## src/rtl/food_placer.sv

```systemverilog
// Food placement for the snake playfield: draws LFSR candidates, rejects those that
// land on the body during one traversal, and pulses o_eat when the head reaches the food.
module food_placer #(
    parameter int          X_MIN = 1,
    parameter int          X_MAX = 20,
    parameter int          Y_MIN = 1,
    parameter int          Y_MAX = 14,
    parameter logic [15:0] SEED  = 16'hACE1
) (
    input  logic       clk,
    input  logic       rst_n,
    input  logic [4:0] i_pos_x,
    input  logic [3:0] i_pos_y,
    input  logic       i_pos_first,
    input  logic       i_pos_last,
    input  logic       i_pos_valid,
    input  logic       i_failure,
    output logic       o_eat,
    output logic [4:0] o_food_x,
    output logic [3:0] o_food_y,
    output logic       o_food_valid
);

    typedef enum logic [1:0] {
        PICK   = 2'd0,
        CHECK  = 2'd1,
        PLACED = 2'd2
    } state_t;

    state_t      state_reg;
    logic [15:0] lfsr_reg;
    logic        clash_reg;
    logic        armed_reg;

    logic        lfsr_fb;
    logic [4:0]  cand_x;
    logic [3:0]  cand_y;
    logic        cand_ok;
    logic        pos_match;
    logic        arm_now;
    logic        armed_now;
    logic        clash_now;

    // Right-shifting Fibonacci LFSR, taps 16,14,13,11 counted from the output end.
    assign lfsr_fb = lfsr_reg[0] ^ lfsr_reg[2] ^ lfsr_reg[3] ^ lfsr_reg[5];
    assign cand_x  = lfsr_reg[4:0];
    assign cand_y  = lfsr_reg[11:8];
    assign cand_ok = (int'(cand_x) >= X_MIN) && (int'(cand_x) <= X_MAX) &&
                     (int'(cand_y) >= Y_MIN) && (int'(cand_y) <= Y_MAX);

    assign pos_match = i_pos_valid && (i_pos_x == o_food_x) && (i_pos_y == o_food_y);
    assign arm_now   = i_pos_valid && i_pos_first;
    // The arming head sample itself already takes part in the clash test.
    assign armed_now = armed_reg || arm_now;
    assign clash_now = clash_reg || (armed_now && pos_match);

    always_ff @(posedge clk) begin
        if (!rst_n) begin
            state_reg    <= PICK;
            lfsr_reg     <= SEED;
            clash_reg    <= 1'b0;
            armed_reg    <= 1'b0;
            o_eat        <= 1'b0;
            o_food_x     <= 5'd0;
            o_food_y     <= 4'd0;
            o_food_valid <= 1'b0;
        end else begin
            lfsr_reg <= {lfsr_fb, lfsr_reg[15:1]};
            o_eat    <= 1'b0;
            if (!i_failure) begin
                case (state_reg)
                    PICK: begin
                        if (cand_ok) begin
                            o_food_x  <= cand_x;
                            o_food_y  <= cand_y;
                            clash_reg <= 1'b0;
                            armed_reg <= 1'b0;
                            state_reg <= CHECK;
                        end
                    end
                    CHECK: begin
                        if (armed_now && i_pos_valid && i_pos_last) begin
                            if (clash_now) begin
                                state_reg <= PICK;
                            end else begin
                                o_food_valid <= 1'b1;
                                state_reg    <= PLACED;
                            end
                        end else begin
                            armed_reg <= armed_now;
                            clash_reg <= clash_now;
                        end
                    end
                    PLACED: begin
                        if (arm_now && pos_match) begin
                            o_eat        <= 1'b1;
                            o_food_valid <= 1'b0;
                            state_reg    <= PICK;
                        end
                    end
                    default: state_reg <= PICK;
                endcase
            end
        end
    end

endmodule

```

## config.mk

```make
export PLATFORM = sky130hd
export DESIGN_NAME = food_placer
export DESIGN_NICKNAME = d
export VERILOG_FILES = /design/src/rtl/food_placer.sv
export SDC_FILE = /design/constraint.sdc
export NUM_CORES = 1
export LEC_CHECK = 0
export ABC_AREA = 1
export CAP_MARGIN = 20
export CELL_PAD_IN_SITES_DETAIL_PLACEMENT = 1
export CELL_PAD_IN_SITES_GLOBAL_PLACEMENT = 1
export CORE_MARGIN = 2
export CORE_UTILIZATION = 36
export CTS_CLUSTER_SIZE = 12
export DETAILED_ROUTE_END_ITERATION = 16
export PLACE_DENSITY_LB_ADDON = 0.1
export SLEW_MARGIN = 20
export SYNTH_ARGS = -nofsm -noshare
export SYNTH_HDL_FRONTEND = slang
export SYNTH_SLANG_ARGS = --single-unit
```

## constraint.sdc

```tcl
create_clock -name clk -period 1.5 [get_ports clk]
set_input_delay 0.3 -clock clk [delete_from_list [all_inputs] [get_ports clk]]
set_output_delay 0.3 -clock clk [all_outputs]
set_load 0.1 [all_outputs]
```

==> flow_metrics.tcl <==
set metrics [dict create \
    final.setup_skew_ns 0.00687 \
    grt_remaining_overflow 0 \
    post-route-period-util_pct 96.4 \
    outcome "completed" \
    place.detailed.hpwl_um 2510 \
    final.setup.worst_slack_ns 0.0537 \
    routed_wl_um 3280 \
    die-area_um2 4320 \
    seq_total_area_yosys_pct 45.3 \
    drv_cap 0 \
    leakagePower_uw 0.000914 \
    cts.reportedPaths.clkPinSlew_ns 0.07 \
    globalplace.congestion 0.724 \
    std_cell_rows 22 \
    post-route-min-period_ns 1.45 \
    final_core_util_pct 54.2 \
    grt_max_degree 22 \
    number_of_levels_the_h_tree_was_split_into 2 \
    grt_first_pass_wirelength_um 5510 \
    timing.setup.critical_path_class "input port to register" \
    port_buffers 25 \
    detailedRoute.firstIterationViolations 27 \
    drc_errors 0 \
    design_power_total_uw 2430 \
    critical_path.slowest_cell "sky130_fd_sc_hd__clkdlybuf4s50_1" \
    power_report.internal_total_uw 1540 \
    cellPowerDensity_nw_per_um2 1220 \
    most-common-layout-cells "sky130_fd_sc_hd__nand2_1 (44), sky130_fd_sc_hd__inv_1 (33), sky130_fd_sc_hd__dfxtp_1 (22)" \
    post-synth-top-area-fraction_pct 45.3 \
    cts_buffers 5 \
    net_count_after_synthesis 198 \
    ys_warns 0 \
    cpMostUsedCell "sky130_fd_sc_hd__nand2_1" \
    crit_path_start_kind "input port" \
    areaGrowthSynthToFinish_pct 44.9 \
    setup_violations 0 \
    final.hold.worst_slack_ns 0.417 \
    comb_power_share_pct 32.9 \
    p_sw_uw 893 \
    vias_per_cell 4.62 \
    global_route.peak_usage_layer "met2" \
    chipHeight_um 65.7 \
    drt_pre_antenna_iters 4 \
    use_met3_pct 4.79 \
    use_met1_pct 20.4 \
    floorplan.initialDensity_pct 37.4 \
    route.antenna.remaining_nets 0 \
    routed-via-count 1242 \
    cts-hold-fix-buffers 0 \
    cts_root_cell "sky130_fd_sc_hd__clkbuf_8" \
    critical_path.max_fanout 3 \
    cts_tree "built" \
    clock_network_latency_to_the_later_pin_of_the_worst_skew_pair_ns 0.28 \
    worstPathArrival_ns 1.67 \
    yosys.area.top_type "sky130_fd_sc_hd__dfxtp_1" \
    yosys_register_bits 31 \
    diodes 0 \
    cts_num_sinks 31 \
    syn-cell-area_um2 1370 \
    setup.worst_path.end_class "register" \
    syn_inst 183 \
    floorplan.io_pins 26 \
    vdd_drop_max_mv 0.619 \
    die_width_um 65.7 \
    globalRouteTotalUtil_pct 17.1 \
    globalRouteMet2Util_pct 28.3 \
    share_of_cells_above_drive_strength_1_pct 28.5 \
    timing.hold.worst.class "register to register" \
    design.core.area_um2 3660 \
    max_root_sink_buffers 2 \
    timing.slew.headroom_pct 77.2 \
    timing.final.hold_violations 0 \
    clock_power_share_pct 26.5 \
    routedWlPerCell_um 12.2 \
    mostFrequentLayoutCell "sky130_fd_sc_hd__nand2_1" \
    swShare_pct 36.8 \
    worst_path_cell_chain "clkdlybuf4s50_1, xnor2_1, nand2_1, nor2_4, nand4_1, nand2_1, nand3_2, a21oi_2" \
    synth.avg_cell_area_um2 7.49 \
    via_count_of_the_first_global_routing_pass 1255 \
    post_synth_num_cell_types 23 \
    report.final.slew_viol_count 0 \
    max_slew.worst_pin.slew_ns 0.342 \
    critical_path_required_ns 1.72 \
    post-place-ws_ns -0.331 \
    largest_register_ffs 16 \
    fmaxAchievable_mhz 691 \
    antenna_found_initial 0 \
    slowest_delay_ns 0.48 \
    synth.area.top_cells "sky130_fd_sc_hd__dfxtp_1 (45%), sky130_fd_sc_hd__nand2_1 (12%), sky130_fd_sc_hd__inv_1 (9.0%)" \
    power.sequential.fraction_pct 40.6 \
    layout.nets 235 \
]
[power groups by stage]
stage	logic [uW]	clock network, uW	registers (uW)
after floorplan	274	0	1230
after global placement	764	0	1000
after detailed placement	779	0	1010
after CTS	785	668	990
after global routing	855	712	1000
final	799	643	988
[kinds of logic after synthesis]
group	synth area share [%]
and+or+nand+nor	27.1
xor gates and xnor gates	3.84
buffers and inverters	11.0
AOI/OAI and AO/OA	12.8
DFF	45.3
[layer usage]
metal | part of all wire [%] | vias to the layer above
li1 | - | 642
met5 | 0 | -
met1 | 46 | 573
met3 | 4.6 | 5
met2 | 48 | 22
met4 | 1.9 | 0
[synth_stat cells]
master / n
sky130_fd_sc_hd__xnor2_1: 5
sky130_fd_sc_hd__nor2_2: 6
sky130_fd_sc_hd__o21ai_0: 12
sky130_fd_sc_hd__clkbuf_1: 1
sky130_fd_sc_hd__nand2_1: 44
sky130_fd_sc_hd__nand3_2: 2
sky130_fd_sc_hd__dfxtp_1: 31
sky130_fd_sc_hd__a21oi_2: 1
sky130_fd_sc_hd__nor3_1: 1
sky130_fd_sc_hd__nand2_2: 3
sky130_fd_sc_hd__nand4_1: 1
sky130_fd_sc_hd__a21oi_4: 1
sky130_fd_sc_hd__inv_1: 33
sky130_fd_sc_hd__nand4_4: 1
sky130_fd_sc_hd__xor2_1: 1
sky130_fd_sc_hd__nor2_1: 5
sky130_fd_sc_hd__a21oi_1: 15
sky130_fd_sc_hd__o21ai_1: 3
sky130_fd_sc_hd__nand3_1: 7
sky130_fd_sc_hd__buf_4: 1
sky130_fd_sc_hd__inv_2: 1
sky130_fd_sc_hd__or2_2: 7
sky130_fd_sc_hd__buf_6: 1
[metrics by stage]
stage	setup TNS, ns	area, um2	std cells
4_1_cts	0	1950	268
3_3_place_gp	-1.24	1850	259
2_1_floorplan	0	1400	183
3_5_place_dp	-1.42	1850	259
6_report	0	1990	269
5_1_grt	-0.0121	1990	269
[final timing paths]
path,startpoint,endpoint,slack (ns),cells after the start
hold reg to reg,lfsr_reg[7],lfsr_reg[6],0.42,1
hold / removal,lfsr_reg[7],lfsr_reg[6],0.42,1
setup reg to reg,lfsr_reg[3],clash_reg,0.13,9
setup / recovery,i_pos_y[3],o_food_valid,0.05,8
[worst max-delay path, delay by kind of cell]
kind | cells | cell delay (ns)
xor gates and xnor gates | 1 | 0.13
AOI/OAI and AO/OA | 1 | 0.11
and+or+nand+nor | 5 | 0.64
buffers and inverters | 1 | 0.48
[area by class of cell]
| type | instances | area [um2] |
|---|---|---|
| Fill cell | 452 | 1680 |
| Sequential cell | 31 | 654 |
| Multi-Input combinational cell | 115 | 638 |
| Timing Repair Buffer | 33 | 419 |
| Inverter | 34 | 128 |
| Clock buffer | 5 | 68.8 |
| Tap cell | 48 | 60.1 |
| Clock inverter | 3 | 17.5 |
[what timing repair did]
action                                  4_1_cts  5_1_grt
endpoints found under the setup margin        2        4
gates resized for setup                       8        8
pin swaps                                     5       10
cloned                                        0        0
buffers inserted                              1        1
Power figures use the tool's default switching activity.
